--- src/rtl/transaccion_pkg.sv ---
// Shared types and sizing helpers for the transaccion_param transaction layer.
package transaccion_pkg;

  typedef enum logic [2:0] {
    ST_RESET  = 3'd0,
    ST_INIT   = 3'd1,
    ST_IDLE   = 3'd2,
    ST_ACTIVE = 3'd3,
    ST_ERROR  = 3'd4
  } state_e;

  localparam int AE_THR_RST = 1;

  function automatic int dest_w(input int num_ch);
    return (num_ch > 1) ? $clog2(num_ch) : 1;
  endfunction

  function automatic int ptr_w(input int depth);
    return (depth > 1) ? $clog2(depth) : 1;
  endfunction

  function automatic int af_thr_rst(input int depth);
    return depth - 1;
  endfunction

endpackage

--- src/rtl/transaccion_param_if.sv ---
// Bundle of the transaction-layer signals between the producer/consumer side
// (master) and the transaccion_param block (slave).
interface transaccion_param_if #(
  parameter int NUM_CH = 4,
  parameter int WORD_W = 10,
  parameter int DEPTH  = 8,
  parameter int CNT_W  = 5
);
  import transaccion_pkg::*;

  localparam int DEST_W = dest_w(NUM_CH);
  localparam int PTR_W  = ptr_w(DEPTH);

  // push_in/pop_out are single-cycle strobes with no ready: a push into a full
  // input FIFO is lost (flagged by error) unless the arbiter pops it the same
  // cycle; almost_full_in is the upstream backpressure hint.
  logic                       init;
  logic [PTR_W-1:0]           almost_empty_thr;
  logic [PTR_W-1:0]           almost_full_thr;
  logic [NUM_CH-1:0]          push_in;
  logic [NUM_CH*WORD_W-1:0]   data_in;
  logic [NUM_CH-1:0]          pop_out;
  logic                       req;
  logic [DEST_W-1:0]          idx;
  logic [NUM_CH*WORD_W-1:0]   data_out;
  logic [NUM_CH-1:0]          empty_out;
  logic [NUM_CH-1:0]          almost_empty_out;
  logic [NUM_CH-1:0]          almost_full_in;
  logic [CNT_W-1:0]           data;
  logic                       valid;
  logic [2:0]                 state;
  logic                       error;

  modport master (
    output init, almost_empty_thr, almost_full_thr, push_in, data_in,
           pop_out, req, idx,
    input  data_out, empty_out, almost_empty_out, almost_full_in,
           data, valid, state, error
  );

  modport slave (
    input  init, almost_empty_thr, almost_full_thr, push_in, data_in,
           pop_out, req, idx,
    output data_out, empty_out, almost_empty_out, almost_full_in,
           data, valid, state, error
  );

endinterface

--- src/rtl/transaccion_param_fifo.sv ---
// fifo_param: first-word fall-through FIFO; a push into a full FIFO is only
// accepted when a pop frees the slot on the same edge.
module fifo_param
  import transaccion_pkg::*;
#(
  parameter int  WORD_W = 10,
  parameter int  DEPTH  = 8,
  localparam int PTR_W  = ptr_w(DEPTH)
) (
  input  logic              clk,
  input  logic              reset,
  input  logic              push_i,
  input  logic              pop_i,
  input  logic [WORD_W-1:0] data_i,
  output logic [WORD_W-1:0] data_o,
  output logic [PTR_W:0]    count_o,
  output logic              full_o,
  output logic              empty_o
);

  logic [WORD_W-1:0] mem_q [DEPTH];
  logic [PTR_W-1:0]  rd_ptr_q, rd_ptr_d;
  logic [PTR_W-1:0]  wr_ptr_q, wr_ptr_d;
  logic [PTR_W:0]    count_q, count_d;
  logic              push_ok, pop_ok;

  assign empty_o = (count_q == '0);
  assign full_o  = (count_q == (PTR_W+1)'(DEPTH));
  assign count_o = count_q;
  assign data_o  = empty_o ? '0 : mem_q[rd_ptr_q];

  assign pop_ok  = pop_i && !empty_o;
  assign push_ok = push_i && (!full_o || pop_ok);

  always_comb begin
    rd_ptr_d = rd_ptr_q;
    wr_ptr_d = wr_ptr_q;
    count_d  = count_q;
    if (pop_ok)  rd_ptr_d = rd_ptr_q + 1'b1;
    if (push_ok) wr_ptr_d = wr_ptr_q + 1'b1;
    if (push_ok && !pop_ok)      count_d = count_q + 1'b1;
    else if (!push_ok && pop_ok) count_d = count_q - 1'b1;
  end

  always_ff @(posedge clk) begin
    if (reset) begin
      rd_ptr_q <= '0;
      wr_ptr_q <= '0;
      count_q  <= '0;
    end else begin
      rd_ptr_q <= rd_ptr_d;
      wr_ptr_q <= wr_ptr_d;
      count_q  <= count_d;
    end
  end

  // Storage carries no reset; data_o masks it while the FIFO is empty.
  always_ff @(posedge clk) begin
    if (push_ok) mem_q[wr_ptr_q] <= data_i;
  end

endmodule

--- src/rtl/transaccion_param.sv ---
// Transaction layer: NUM_CH input FIFOs routed by destination field into NUM_CH
// output FIFOs. Define TRANS_RR_ARB_EN for round-robin arbitration (default: fixed priority).
module transaccion_param
  import transaccion_pkg::*;
#(
  parameter int NUM_CH = 4,
  parameter int WORD_W = 10,
  parameter int DEPTH  = 8,
  parameter int CNT_W  = 5
) (
  input  logic                clk,
  input  logic                reset,
  transaccion_param_if.slave  bus
);

  localparam int DEST_W = dest_w(NUM_CH);
  localparam int PTR_W  = ptr_w(DEPTH);

  state_e                         state_q, state_d;
  logic [PTR_W-1:0]               ae_thr_q, ae_thr_d;
  logic [PTR_W-1:0]               af_thr_q, af_thr_d;
  logic [NUM_CH-1:0][CNT_W-1:0]   cnt_q, cnt_d;
  logic [CNT_W-1:0]               data_q, data_d;
  logic                           valid_q, valid_d;
  logic                           error_q, error_d;

  logic [NUM_CH-1:0]              in_empty, in_full, in_pop;
  logic [NUM_CH-1:0]              out_empty, out_push;
  logic [NUM_CH-1:0][WORD_W-1:0]  in_head, out_head;
  logic [NUM_CH-1:0][PTR_W:0]     in_count, out_count;
  logic [NUM_CH-1:0]              eligible;
  logic                           grant_vld;
  logic [DEST_W-1:0]              grant_idx, grant_dest;
  logic [WORD_W-1:0]              xfer_word;
  logic                           overflow;
  logic                           xfer_en, thr_load, rd_en, err_en;

  for (genvar k = 0; k < NUM_CH; k++) begin : g_ch
    fifo_param #(.WORD_W(WORD_W), .DEPTH(DEPTH)) u_in (
      .clk     (clk),
      .reset   (reset),
      .push_i  (bus.push_in[k]),
      .pop_i   (in_pop[k]),
      .data_i  (bus.data_in[k*WORD_W +: WORD_W]),
      .data_o  (in_head[k]),
      .count_o (in_count[k]),
      .full_o  (in_full[k]),
      .empty_o (in_empty[k])
    );

    fifo_param #(.WORD_W(WORD_W), .DEPTH(DEPTH)) u_out (
      .clk     (clk),
      .reset   (reset),
      .push_i  (out_push[k]),
      .pop_i   (bus.pop_out[k]),
      .data_i  (xfer_word),
      .data_o  (out_head[k]),
      .count_o (out_count[k]),
      .full_o  (),
      .empty_o (out_empty[k])
    );

    assign bus.data_out[k*WORD_W +: WORD_W] = out_head[k];
    assign bus.almost_empty_out[k]          = (out_count[k] <= {1'b0, ae_thr_q});
    assign bus.almost_full_in[k]            = (in_count[k] >= {1'b0, af_thr_q});
  end

  // A channel may move only if its head's destination is below the almost-full mark.
  always_comb begin
    eligible = '0;
    for (int k = 0; k < NUM_CH; k++) begin
      eligible[k] = !in_empty[k] &&
                    (out_count[in_head[k][WORD_W-1 -: DEST_W]] < {1'b0, af_thr_q});
    end
  end

`ifdef TRANS_RR_ARB_EN
  logic [DEST_W-1:0] rr_ptr_q;
  logic [DEST_W-1:0] cand;

  always_comb begin
    grant_vld = 1'b0;
    grant_idx = '0;
    cand      = '0;
    for (int i = NUM_CH-1; i >= 0; i--) begin
      cand = rr_ptr_q + DEST_W'(i);
      if (xfer_en && eligible[cand]) begin
        grant_vld = 1'b1;
        grant_idx = cand;
      end
    end
  end

  always_ff @(posedge clk) begin
    if (reset)          rr_ptr_q <= '0;
    else if (grant_vld) rr_ptr_q <= grant_idx + 1'b1;
  end
`else
  always_comb begin
    grant_vld = 1'b0;
    grant_idx = '0;
    for (int i = NUM_CH-1; i >= 0; i--) begin
      if (xfer_en && eligible[i]) begin
        grant_vld = 1'b1;
        grant_idx = DEST_W'(i);
      end
    end
  end
`endif

  assign xfer_word  = in_head[grant_idx];
  assign grant_dest = xfer_word[WORD_W-1 -: DEST_W];

  always_comb begin
    in_pop   = '0;
    out_push = '0;
    for (int i = 0; i < NUM_CH; i++) begin
      in_pop[i]   = grant_vld && (grant_idx == DEST_W'(i));
      out_push[i] = grant_vld && (grant_dest == DEST_W'(i));
    end
  end

  assign overflow = |(bus.push_in & in_full & ~in_pop);

  always_ff @(posedge clk) begin
    if (reset) state_q <= ST_RESET;
    else       state_q <= state_d;
  end

  always_comb begin
    state_d = state_q;
    case (state_q)
      ST_RESET: state_d = ST_INIT;
      ST_INIT: begin
        if (overflow)      state_d = ST_ERROR;
        else if (!bus.init) state_d = ST_IDLE;
      end
      ST_IDLE, ST_ACTIVE: begin
        if (overflow)        state_d = ST_ERROR;
        else if (bus.init)   state_d = ST_INIT;
        else if (~&in_empty) state_d = ST_ACTIVE;
        else                 state_d = ST_IDLE;
      end
      ST_ERROR: state_d = ST_ERROR;
      default:  state_d = ST_ERROR;
    endcase
  end

  always_comb begin
    xfer_en  = (state_q == ST_ACTIVE);
    thr_load = (state_q == ST_INIT);
    rd_en    = (state_q == ST_IDLE) || (state_q == ST_ACTIVE) || (state_q == ST_ERROR);
    err_en   = (state_q != ST_RESET);
  end

  // Counter read samples cnt_q, so a same-cycle increment is not yet visible.
  always_comb begin
    ae_thr_d = thr_load ? bus.almost_empty_thr : ae_thr_q;
    af_thr_d = thr_load ? bus.almost_full_thr  : af_thr_q;
    for (int d = 0; d < NUM_CH; d++) begin
      cnt_d[d] = cnt_q[d] + CNT_W'(out_push[d]);
    end
    valid_d = bus.req && rd_en;
    data_d  = valid_d ? cnt_q[bus.idx] : data_q;
    error_d = error_q | (overflow & err_en);
  end

  always_ff @(posedge clk) begin
    if (reset) begin
      ae_thr_q <= PTR_W'(AE_THR_RST);
      af_thr_q <= PTR_W'(af_thr_rst(DEPTH));
      cnt_q    <= '0;
      data_q   <= '0;
      valid_q  <= 1'b0;
      error_q  <= 1'b0;
    end else begin
      ae_thr_q <= ae_thr_d;
      af_thr_q <= af_thr_d;
      cnt_q    <= cnt_d;
      data_q   <= data_d;
      valid_q  <= valid_d;
      error_q  <= error_d;
    end
  end

  assign bus.empty_out = out_empty;
  assign bus.data      = data_q;
  assign bus.valid     = valid_q;
  assign bus.state     = state_q;
  assign bus.error     = error_q;

endmodule

--- src/flat_wrapper.sv ---
// flat-port wrapper written by rule: the top's interface ports become plain ports
module transaccion_param_flat import transaccion_pkg::*;
#(
  parameter int NUM_CH = 4,
  parameter int WORD_W = 10,
  parameter int DEPTH  = 8,
  parameter int CNT_W  = 5
)
  (clk, reset, bus_init, bus_almost_empty_thr, bus_almost_full_thr, bus_push_in, bus_data_in, bus_pop_out, bus_req, bus_idx, bus_data_out, bus_empty_out, bus_almost_empty_out, bus_almost_full_in, bus_data, bus_valid, bus_state, bus_error);
  transaccion_param_if #(.NUM_CH(NUM_CH), .WORD_W(WORD_W), .DEPTH(DEPTH), .CNT_W(CNT_W)) bus_i ();
  input  logic clk;
  input  logic reset;
  input wire logic [$bits(bus_i.init)-1:0] bus_init;
  input wire logic [$bits(bus_i.almost_empty_thr)-1:0] bus_almost_empty_thr;
  input wire logic [$bits(bus_i.almost_full_thr)-1:0] bus_almost_full_thr;
  input wire logic [$bits(bus_i.push_in)-1:0] bus_push_in;
  input wire logic [$bits(bus_i.data_in)-1:0] bus_data_in;
  input wire logic [$bits(bus_i.pop_out)-1:0] bus_pop_out;
  input wire logic [$bits(bus_i.req)-1:0] bus_req;
  input wire logic [$bits(bus_i.idx)-1:0] bus_idx;
  output wire logic [$bits(bus_i.data_out)-1:0] bus_data_out;
  output wire logic [$bits(bus_i.empty_out)-1:0] bus_empty_out;
  output wire logic [$bits(bus_i.almost_empty_out)-1:0] bus_almost_empty_out;
  output wire logic [$bits(bus_i.almost_full_in)-1:0] bus_almost_full_in;
  output wire logic [$bits(bus_i.data)-1:0] bus_data;
  output wire logic [$bits(bus_i.valid)-1:0] bus_valid;
  output wire logic [$bits(bus_i.state)-1:0] bus_state;
  output wire logic [$bits(bus_i.error)-1:0] bus_error;
  assign bus_i.init = bus_init;
  assign bus_i.almost_empty_thr = bus_almost_empty_thr;
  assign bus_i.almost_full_thr = bus_almost_full_thr;
  assign bus_i.push_in = bus_push_in;
  assign bus_i.data_in = bus_data_in;
  assign bus_i.pop_out = bus_pop_out;
  assign bus_i.req = bus_req;
  assign bus_i.idx = bus_idx;
  assign bus_data_out = bus_i.data_out;
  assign bus_empty_out = bus_i.empty_out;
  assign bus_almost_empty_out = bus_i.almost_empty_out;
  assign bus_almost_full_in = bus_i.almost_full_in;
  assign bus_data = bus_i.data;
  assign bus_valid = bus_i.valid;
  assign bus_state = bus_i.state;
  assign bus_error = bus_i.error;
  transaccion_param #(.NUM_CH(NUM_CH), .WORD_W(WORD_W), .DEPTH(DEPTH), .CNT_W(CNT_W)) u_core (.clk(clk), .reset(reset), .bus(bus_i));
endmodule
--- config.mk ---
export PLATFORM = sky130hd
export DESIGN_NAME = transaccion_param_flat
export DESIGN_NICKNAME = d
export VERILOG_FILES = /design/src/rtl/transaccion_pkg.sv /design/src/rtl/transaccion_param_if.sv /design/src/rtl/transaccion_param_fifo.sv /design/src/rtl/transaccion_param.sv /design/src/flat_wrapper.sv
export SDC_FILE = /design/constraint.sdc
export NUM_CORES = 1
export LEC_CHECK = 0
export ABC_AREA = 1
export BUFFER_PORTS_ARGS = -buffer_cell sky130_fd_sc_hd__buf_4
export CORE_UTILIZATION = 30
export CTS_BUF_LIST = sky130_fd_sc_hd__clkbuf_4
export CTS_CLUSTER_SIZE = 20
export DETAILED_ROUTE_END_ITERATION = 8
export PLACE_DENSITY = 0.44
export REMOVE_ABC_BUFFERS = 1
export SLEW_MARGIN = 20
export SYNTH_ARGS = -nofsm -noshare
export SYNTH_HDL_FRONTEND = slang
export SYNTH_SLANG_ARGS = --single-unit
--- constraint.sdc ---
create_clock -name clk -period 9 [get_ports clk]
set_input_delay 0.9 -clock clk [delete_from_list [all_inputs] [get_ports clk]]
set_output_delay 0.9 -clock clk [all_outputs]
set_load 0.005 [all_outputs]
==> run metrics, run 1 <==
final setup TNS 0 ns; async set or reset register ratio after synthesis 0%; fin area 39200 sq um; class of the worst hold path input port to flop; row count 121; Boundary Pins 122; final setup fails 0; TritonCTS buffer count 208; largest net degree at the start of global routing 66; Vias 23000; crit path kind flop to flop; Initial DRT Pass Iterations 5; Slew Viols, Final 0; CTS tree built; Initial Util 30.5%; max-cap violations 0; post-synthesis cell area 33300 sq um; core area 109000 sq um; dpl cell area 36000 sq um; total wire length 91800 um; Crit-path slowest cell dfxtp_1; Yosys cell types 53; setup bufs post-CTS 0; Mapped Cells 3017; vias in the first global route 22500; CP startpoint kind flop; H-tree depth 4; max frequency 164 MHz; Layout area overhead 17.7%; final RePlAce weighted congestion 0.806; Peak VDD IR 0.000115 V; CTS root buffer clkbuf_4; Crit path required time 9.96 ns; status complete, no violations; CP peak stage delay 0.78 ns; overall power 10.5 mW; CP Data Arrival Time 7.07 ns; hpwl dp 57900 um; # nets final 3457; Clock Tree Buf Depth 3; power per cell area 268 nW/um^2; CP endpoint kind flop; Hold Vio Cnt, Final 0; min Tclk post-route 6.11 ns; GRT overflow 0; Fin Clk Skew 0.0714 ns; worst slack at placement 2.89 ns; first-pass GRT wire length 138000 um; worst slew pin tran 1.10 ns; worst-path fanout max 34; GRT Overall Usage 16.3%; P_leak 14.5 nW; most common cell after layout, fill and taps aside edfxtp_1; port bufs 121; most frequent cells in the layout edfxtp_1, nor2_1, o21ai_0; area taken by multi-input logic gates 9970 sq um; First DRT Iteration DRCs 1348; layout cell share with drive strength beyond 1 18.3%; Die Y 335 um; clock slew at reported path FFs 0.06 ns; Final WS setup 2.89 ns; later-pin clock latency in the skew report 1.11 ns; register area share after synthesis 66.1%; Vias per Instance 4.65; Routed WL per cell 18.5 um; Filler cells 11100; synth warn 0; Max transition margin 26.1%; R2R setup slack 2.89 ns; RSZ-0062 raised after global routing false; Crit path top cell by count nand2_1; DRC Markers 0; Mean Syn Cell Area 11.1 sq um; top_reg_cell synth edfxtp_1; initial antenna violation count 3; # clock sinks 780; die footprint 112000 sq um; EDFF count, synth 640; Reg area 22000 sq um; Die W 335 um; Antenna Violating Nets Remaining 0; period utilization 67.9%; Synth Register Bits 780
## cell families after synthesis
kind of cell / after synthesis / synth area share (%)
compound gates: 746 / 12.3
simple gates: 1028 / 13.3
flops: 780 / 66.1
buf+inv: 354 / 4.28
xor+xnor: 21 / 0.552
fa+ha+maj: 88 / 3.48
## timing repair
item                      CTS  global route
hold endpoints to repair  313             0
gates resized for setup     0             0
hold buffers               43             0
## area by class of cell
cell class                 count  share of cell area, %
multi-input combinational   1883                   25.4
sequential                   780                   56.1
clock buffer                 338                   6.47
tap                         1476                   4.71
inverter                     215                   2.08
antenna                        5                 0.0319
timing repair buffer         221                   4.50
clock inverter                39                  0.695
## sequential cells by signal, indices dropped and copies added (netlist names), named ones only
name and count:
u_core.bus.error 1, u_core.ae_thr_q 3, u_core.af_thr_q 3, u_core.g_ch.u_out.mem_q 320
u_core.g_ch.u_out.count_o 16, u_core.bus.state 3, u_core.g_ch.u_in.mem_q 320, u_core.g_ch.u_out.rd_ptr_q 12
u_core.bus.valid 1, u_core.g_ch.u_out.wr_ptr_q 12, u_core.g_ch.u_in.wr_ptr_q 12, u_core.cnt_q 20
u_core.g_ch.u_in.count_o 16, u_core.bus.data 5, u_core.g_ch.u_in.rd_ptr_q 12
## worst max-delay path, delay by kind of cell, from the launching register on
family	cells	cell delay [ns]
fa+ha+maj	3	0.73
buf+inv	4	1.09
simple gates	19	2.65
compound gates	6	0.72
flops	1	0.78
## cell usage after synthesis (7+ instances only)
master	n	area (sq um)
o21ai_1	13	65.1
nand2_1	232	871
buf_6	7	78.8
a211oi_1	9	67.6
a31oi_1	53	332
o211ai_1	9	67.6
o21ai_0	445	2230
nand3_2	20	200
a21oi_1	103	515
edfxtp_1	640	19200
dfxtp_1	140	2800
o221ai_1	15	131
inv_2	18	67.6
inv_1	189	709
buf_4	7	52.6
nand3_4	7	123
nor2_2	12	75.1
o22ai_1	76	475
nand3_1	87	435
nand2_4	7	78.8
nor3_1	7	35.0
clkbuf_1	109	409
nand4_1	15	93.8
nor2_1	610	2290
o2111ai_1	8	70.1
xor2_1	17	149
nand2_2	9	56.3
buf_2	10	50.1
ha_1	80	1000
fa_1	8	160
## metal layers
metal,vias to the layer above,GRT usage [%],share of wire [%]
li1,11400,-,-
met1,11000,21.8,47
met2,497,25.8,46
met3,139,3.51,4.5
met4,2,6.12,2.6
met5,-,0.304,0.053
## power by group
| part | internal (mW) | total, mW | switching (mW) |
|---|---|---|---|
| logic | 0.951 | 2.87 | 1.92 |
| registers | 4.23 | 4.37 | 0.150 |
| clock network | 1.76 | 3.26 | 1.50 |
## final timing paths
path,startpoint,end,depth (start not counted)
setup / recovery,flop,u_core.g_ch[3].u_out.count_o[3],32
hold / removal,bus_almost_empty_thr[0],u_core.ae_thr_q[0],3
setup reg to reg,flop,u_core.g_ch[3].u_out.count_o[3],32
hold reg to reg,u_core.g_ch[1].u_out.rd_ptr_q[2],flop,2
## stage by stage
stage | instances | utilization [%] | hold WS [ns]
2_1_floorplan | 2878 | - | 0.433
5_1_grt | 4957 | 35.9 | 0.0656
6_report | 4957 | 35.9 | 0.126
3_3_place_gp | 4532 | 32.9 | 0.450
4_1_cts | 4952 | 35.8 | 0.0118
3_5_place_dp | 4532 | 32.9 | 0.453
Note: power is estimated with default switching activity, not from simulation.
==> inputs of run 2 (changes only) <==
Settings changed: ABC_AREA 1 to 0.
Clock period 9 ns to 6.4 ns, I/O delays scaled along.
==> run 2 against run 1 <==
Compared with the run above:
- worst setup slack worse by 2.5 ns
- clock power up 34%
- largest power group unchanged
- non-clock buffer count up 63
- clock skew up 0.021 ns
- total power up 46%
- synthesized cell count down 35%
- final area down 0.18%
- wire length down 13%
- flip-flop and latch count unchanged
- final cell count down 21%
- die area down 2.2%
==> run metrics, run 2 <==
min Tclk post-route 6.00 ns (was 6.11 ns); Peak VDD IR 0.000190 V (was 0.000115 V); largest net degree at the start of global routing 52 (was 66); Yosys top cell by area edfxtp_1 (unchanged); max-cap violations 0 (unchanged); TritonCTS buffer count 208 (unchanged); Crit path required time 7.36 ns (was 9.96 ns); clock slew at reported path FFs 0.06 ns (about the same); final setup fails 0 (unchanged); Yosys cell types 88 (was 53); initial antenna violation count 4 (was 3); Die W 332 um (was 335 um); top_reg_cell synth edfxtp_1 (unchanged); Synth Register Bits 780 (unchanged); Mapped Cells 1946 (was 3017); Hold Path Cell Cnt 3 (unchanged); fin area 39200 sq um (about the same); Crit path buffers/inverters 2 (was 4); Initial DRT Pass Iterations 5 (unchanged); Fin Clk Skew 0.0926 ns (was 0.0714 ns); vias in the first global route 19800 (was 22500); Routed WL per cell 20.3 um (was 18.5 um); Vias per Instance 4.70 (was 4.65); Hold Vio Cnt, Final 0 (unchanged); top post-synthesis cells by area edfxtp_1, mux4_2, dfxtp_1, mux2i_1, ha_1 (was edfxtp_1, dfxtp_1, nor2_1, o21ai_0, ha_1); FF-to-FF End u_core.g_ch[2].u_out.count_o[3] (was u_core.g_ch[3].u_out.count_o[3]); EDFF count, synth 640 (unchanged); Boundary Pins 122 (unchanged); core area 107000 sq um (was 109000 sq um); R2R setup slack 0.40 ns (was 2.89 ns); DRC Markers 0 (unchanged); async set or reset register ratio after synthesis 0% (unchanged); First DRT Iteration DRCs 1004 (was 1348); hpwl dp 51700 um (was 57900 um); status complete, no violations (unchanged); CTS tree built (unchanged); row count 120 (was 121); most frequent cells after synthesis edfxtp_1, nor2_1, mux4_2 (was edfxtp_1, nor2_1, o21ai_0); max frequency 167 MHz (was 164 MHz); Top Registers u_core.g_ch.u_in.mem_q (320), u_core.g_ch.u_out.mem_q (320), u_core.cnt_q (20) (unchanged); CTS root buffer clkbuf_4 (unchanged); CP endpoint kind flop (unchanged); CP peak stage delay 0.48 ns (was 0.78 ns); GRT overflow 0 (unchanged); worst slew pin tran 1.12 ns (was 1.10 ns); critical path's top delay family compound AO/OA/AOI/OAI gates (was simple AND/OR/NAND/NOR gates); final RePlAce weighted congestion 0.817 (was 0.806); Antenna Violating Nets Remaining 0 (unchanged); Initial Util 30.4% (was 30.5%); Hold EP u_core.g_ch[2].u_in.mem_q[0][9] (was u_core.ae_thr_q[0]); Mean Syn Cell Area 16.7 sq um (was 11.1 sq um); Clock Tree Buf Depth 3 (unchanged); worst hold start bus_push_in[2] (was bus_almost_empty_thr[0]); Filler cells 10200 (was 11100); P_leak 13.6 nW (was 14.5 nW); die footprint 110000 sq um (was 112000 sq um); later-pin clock latency in the skew report 1.10 ns (was 1.11 ns); worst-path fanout max 8 (was 34); GRT Overall Usage 14.7% (was 16.3%); R2R cell count 23 (was 32); RSZ-0062 raised after global routing false (unchanged); Layout area overhead 20.2% (was 17.7%); post-synthesis cell area 32600 sq um (was 33300 sq um); Synth top area share 59.0% (was 57.6%); synth warn 0 (unchanged); # clock sinks 780 (unchanged); H-tree depth 4 (unchanged); crit path kind flop to flop (unchanged); Vias 18500 (was 23000); Slew Viols, Final 0 (unchanged); # nets final 2505 (was 3457); final setup TNS 0 ns (unchanged); Max transition margin 25.1% (was 26.1%); register area share after synthesis 67.6% (was 66.1%); Die Y 332 um (was 335 um); most frequent cells in the layout edfxtp_1, clkbuf_4, buf_4 (was edfxtp_1, nor2_1, o21ai_0); period utilization 93.7% (was 67.9%); CP Data Arrival Time 6.96 ns (was 7.07 ns); dpl cell area 35800 sq um (was 36000 sq um); port bufs 121 (unchanged); first-pass GRT wire length 121000 um (was 138000 um); layout cell share with drive strength beyond 1 32.6% (was 18.3%); count leader, synth edfxtp_1 (unchanged); Cell Chain, Critical Path mux2i_1, a22oi_1, and3_2, mux2_2, nor2_1, a21oi_1, ha_1, a21o_1, a2111o_1, a2111oi_4, o31ai_2, and2b_1, or2_1, buf_4, nor2_2, ha_1, inv_1, ha_1, a21o_1, a21oi_1, xnor2_1, or3_1, a21oi_1; most common cell after layout, fill and taps aside edfxtp_1 (unchanged); power per cell area 393 nW/um^2 (was 268 nW/um^2); Crit-path slowest cell a2111o_1 (was dfxtp_1); Util after Layout 36.5% (was 35.9%); CP startpoint kind flop (unchanged); total wire length 79800 um (was 91800 um); class of the worst hold path input port to flop (unchanged)
## run 2: changes by cell type in the layout (fill, tap and decap cells not counted), sizes merged, moves of 64 or more
cell,previous run,this run
nor2,625,190
mux2i,0,118
o21ai,458,38
mux4,0,155
nand3,114,25
nand2,249,37
inv,215,52
o22ai,76,12
## run 2: cells by family (layout without fill, tap and decap cells)
group	Yosys count	count (layout)	synth area share [%]
flip-flops	780	780	67.6
AND/OR/NAND/NOR	396	396	6.10
multiplexers	298	298	15.2
AO/OA/AOI/OAI	194	194	4.10
buffers and inverters	131	709	1.87
adder cells (fa/ha/maj)	88	88	3.56
XOR/XNOR	59	59	1.59
other	0	5	0
## run 2: what timing repair did
action / CTS / global route
gates resized for setup: 2 / 7
hold endpoints to repair: 375 / 0
hold buffers: 59 / 0
buffers inserted: 0 / 3
endpoints found under the setup margin: 2 / 6
pin swaps: 0 / 1
## run 2: area by class of cell
type | count | area (sq um) | share of cell area (%)
Sequential cell | 780 | 22000 | 56.2
Multi-Input combinational cell | 1035 | 10200 | 26.0
Clock buffer | 321 | 2410 | 6.15
Timing Repair Buffer | 284 | 2280 | 5.82
Tap cell | 1403 | 1760 | 4.48
Clock inverter | 56 | 299 | 0.763
Inverter | 48 | 195 | 0.498
Antenna cell | 5 | 12.5 | 0.0319
## run 2: report_power, final
part	switching [mW]	internal, mW	leakage (nW)
sequential	0.461	6.29	6.96
clock	2.05	2.32	1.62
combinational	2.47	1.78	5.01
total	4.98	10.4	13.6
## run 2: worst register-to-register path, cell delays in order, from the launching register on
cell,delay [ns]
dfxtp_1,0.47
mux2i_1,0.13
a22oi_1,0.38
and3_2,0.38
mux2_2,0.36
nor2_1,0.09
a21oi_1,0.05
ha_1,0.31
a21o_1,0.18
a2111o_1,0.48
a2111oi_4,0.40
o31ai_2,0.21
and2b_1,0.22
or2_1,0.29
buf_4,0.20
nor2_2,0.25
ha_1,0.24
inv_1,0.10
ha_1,0.31
a21o_1,0.18
a21oi_1,0.16
xnor2_1,0.09
or3_1,0.30
a21oi_1,0.14
## run 2: per-stage QoR
stage | hold slack (ns) | std cells | setup WS (ns) | power [mW]
2_1_floorplan | 0.467 | 1863 | -0.533 | 9.16
3_3_place_gp | 0.485 | 3488 | 0.116 | 11.0
3_5_place_dp | 0.491 | 3488 | -0.117 | 11.2
4_1_cts | 0.0168 | 3924 | 0.0150 | 15.7
5_1_grt | 0.0893 | 3929 | 0.00888 | 16.3
6_report | 0.162 | 3932 | 0.402 | 15.4
## run 2: worst max-delay path by stage
stage          slack, ns  startpoint  cells after the start                              end
4_1_cts             0.01        flop                     24  u_core.g_ch[3].u_out.count_o[3]
3_3_place_gp        0.12        flop                     24  u_core.g_ch[3].u_out.count_o[3]
5_1_grt            0.009        flop                     24  u_core.g_ch[3].u_out.count_o[3]
3_5_place_dp       -0.12        flop                     24  u_core.g_ch[3].u_out.count_o[3]
2_1_floorplan      -0.53        flop                     14  u_core.g_ch[3].u_in.mem_q[2][0]
6_report            0.40        flop                     23  u_core.g_ch[2].u_out.count_o[3]
## run 2: layer usage
| layer | wire, um | share of wire [%] | track usage, % | up-vias |
|---|---|---|---|---|
| met1 | 36200 | 45 | 19.2 | 9277 |
| met2 | 37900 | 47 | 23.4 | 450 |
| met3 | 3600 | 4.5 | 3.33 | 142 |
| met5 | 13 | 0.016 | 0 | - |
| met4 | 2160 | 2.7 | 6.15 | 2 |
| li1 | - | - | - | 8613 |
==> inputs of run 3 (changes only) <==
--- a/config.mk
+++ b/config.mk
@@ -18,2 +18,3 @@
 export SYNTH_HDL_FRONTEND = slang
+export SYNTH_HIERARCHICAL = 1
 export SYNTH_SLANG_ARGS = --single-unit
==> constraint.sdc (replaced) <==
create_clock -name clk -period 6.4 [get_ports clk]
set_input_delay 1.28 -clock clk [delete_from_list [all_inputs] [get_ports clk]]
set_output_delay 1.28 -clock clk [all_outputs]
set_load 0.005 [all_outputs]
==> run 3 against run 2 <==
Compared with the run above:
- clock skew is 0.0025 ns higher
- final area is 2.1% lower
- synthesized cell count is 3.3% lower
- sequential share of layout area is 1.2 points higher
- critical path type unchanged
- critical endpoint is now u_core/g_ch[3].u_out/count_o[3]
- largest power group unchanged
==> run metrics, run 3 <==
Max transition margin 30.0% (was 25.1%); area taken by multi-input logic gates 9990 sq um (was 10200 sq um); P_leak 13.3 nW (was 13.6 nW); # nets final 2396 (was 2505); Clock Tree Buf Depth 3 (unchanged); Filler cells 10200 (about the same); min Tclk post-route 5.92 ns (was 6.00 ns); worst slew pin tran 1.05 ns (was 1.12 ns); largest net degree at the start of global routing 74 (was 52); fin area 38400 sq um (was 39200 sq um); Vias per Instance 4.71 (was 4.70); clock slew at reported path FFs 0.07 ns (was 0.06 ns); Hold Path Cell Cnt 2 (was 3); most common cell after layout, fill and taps aside edfxtp_1 (unchanged); Vias 18000 (was 18500); max-cap violations 0 (unchanged); max frequency 169 MHz (was 167 MHz); Slew Viols, Final 0 (unchanged); first-pass GRT wire length 119000 um (was 121000 um); R2R cell count 20 (was 23); Fin Clk Skew 0.0950 ns (was 0.0926 ns); class of the worst hold path input port to flop (unchanged); core area 107000 sq um (about the same); Peak VDD IR 0.000251 V (was 0.000190 V); Die W 331 um (was 332 um); CTS root buffer clkbuf_4 (unchanged); Initial Util 30.3% (was 30.4%); CP endpoint kind flop (unchanged); vias in the first global route 19000 (was 19800); Initial DRT Pass Iterations 6 (was 5); status complete, no violations (unchanged); Die Y 331 um (was 332 um); initial antenna violation count 8 (was 4); worst-path fanout max 9 (was 8); final setup fails 0 (unchanged); overall power 15.1 mW (was 15.4 mW); CP startpoint kind flop (unchanged); Hold Vio Cnt, Final 0 (unchanged); First DRT Iteration DRCs 1133 (was 1004); final RePlAce weighted congestion 0.779 (was 0.817); die footprint 109000 sq um (was 110000 sq um); GRT Overall Usage 14.9% (was 14.7%); Util after Layout 35.8% (was 36.5%); crit path kind flop to flop (unchanged); # clock sinks 780 (unchanged); RSZ-0062 raised after global routing false (unchanged); DRC Markers 0 (unchanged); H-tree depth 4 (unchanged); Layout area overhead 18.4% (was 20.2%); post-synthesis cell area 32400 sq um (was 32600 sq um); CTS tree built (unchanged); total wire length 80000 um (was 79800 um); period utilization 92.5% (was 93.7%); Routed WL per cell 20.9 um (was 20.3 um); R2R setup slack 0.48 ns (was 0.40 ns); power per cell area 395 nW/um^2 (was 393 nW/um^2); later-pin clock latency in the skew report 1.10 ns (about the same); CTS resizes 0 (was 2); Boundary Pins 122 (unchanged); dpl cell area 35600 sq um (was 35800 sq um); most frequent cells in the layout edfxtp_1, clkbuf_4, nor2_1 (was edfxtp_1, clkbuf_4, buf_4); Antenna Violating Nets Remaining 0 (unchanged); Crit path required time 7.39 ns (was 7.36 ns); final non-filler cell total 3825 (was 3932); placed cell count 3439 (was 3488); Mapped Cells 1881 (was 1946); cts hold-fix bufs 0 (was 59); row count 120 (unchanged); worst hold start bus_almost_full_thr[0] (was bus_push_in[2]); Hold EP u_core/af_thr_q[0] (was u_core.g_ch[2].u_in.mem_q[0][9]); port bufs 121 (unchanged); Top Registers u_core/g_ch.u_in/mem_q (320), u_core/g_ch.u_out/mem_q (320), u_core/cnt_q (20) (was u_core.g_ch.u_in.mem_q (320), u_core.g_ch.u_out.mem_q (320), u_core.cnt_q (20)); layout cell share with drive strength beyond 1 33.7% (was 32.6%); GRT overflow 0 (unchanged); Mean Syn Cell Area 17.2 sq um (was 16.7 sq um); hpwl dp 51500 um (was 51700 um); CP Data Arrival Time 6.91 ns (was 6.96 ns); TritonCTS buffer count 209 (was 208); FF-to-FF End u_core/g_ch[3].u_out/count_o[3] (was u_core.g_ch[2].u_out.count_o[3]); synth warn 6 (was 0); Reg area 22000 sq um (about the same)
==> run 3: power by group <==
| group | internal, mW | switching [mW] |
|---|---|---|
| Combinational | 1.74 | 2.40 |
| Clock | 2.33 | 2.06 |
| Sequential | 6.24 | 0.367 |
| Total | 10.3 | 4.83 |
==> run 3: final cells by class <==
| type | instances | share of cell area, % |
|---|---|---|
| Tap cell | 1403 | 4.58 |
| Sequential cell | 780 | 57.4 |
| Timing Repair Buffer | 232 | 4.54 |
| Multi-Input combinational cell | 995 | 26.1 |
| Antenna cell | 10 | 0.0652 |
| Inverter | 30 | 0.297 |
| Clock buffer | 316 | 6.19 |
| Clock inverter | 59 | 0.851 |
==> run 3: timing repair <==
item / CTS / global route
hold endpoints to repair: 0 / 0
setup buffers: 0 / 1
endpoints found under the setup margin: 0 / 4
==> run 3: routing by layer <==
layer / vias to the layer above / routed length [um] / global-route usage (%)
met4: 10 / 1330 / 4.81
met2: 432 / 38800 / 24.4
met5: - / 54 / 0
met1: 9214 / 35600 / 19.0
met3: 121 / 4120 / 4.02
li1: 8251 / - / -
==> run 3: metrics by stage <==
step	setup TNS [ns]	worst slack, ns	hold WS (ns)
after global routing	0	0.0439	0.267
after CTS	0	0.243	0.242
after floorplan	-3.52	-0.238	0.467
after detailed placement	0	0.244	0.498
final	0	0.480	0.400
after global placement	0	0.436	0.494
==> run 3: how the worst max path moves through the flow <==
| stage | startpoint | end | slack [ns] | depth (start not counted) |
|---|---|---|---|---|
| finish | flop | u_core/g_ch[3].u_out/count_o[3] | 0.48 | 20 |
| global route | flop | u_core/g_ch[3].u_out/count_o[3] | 0.04 | 21 |
| CTS | flop | u_core/g_ch[3].u_out/count_o[3] | 0.24 | 20 |
| floorplan | flop | u_core/g_ch[2].u_out/mem_q[0][0] | -0.24 | 14 |
| global placement | flop | u_core/g_ch[1].u_out/count_o[3] | 0.44 | 20 |
| detailed placement | flop | u_core/g_ch[3].u_out/count_o[3] | 0.24 | 20 |
==> run 3: worst max-delay path, stage by stage, from the launching register on <==
cell and delay [ns]:
dfxtp_1 0.47, buf_4 0.29, mux4_2 0.52, mux2i_1 0.25, nor2_1 0.21, mux4_2 0.34, ha_1 0.22, nor3b_1 0.24
o211ai_1 0.15, a311o_1 0.43, nor3_2 0.21, a221o_1 0.31, a2bb2oi_1 0.50, o21a_4 0.24, ha_1 0.17, inv_1 0.09
ha_1 0.33, a21oi_1 0.20, a211oi_1 0.11, a31oi_1 0.19, mux2_2 0.35
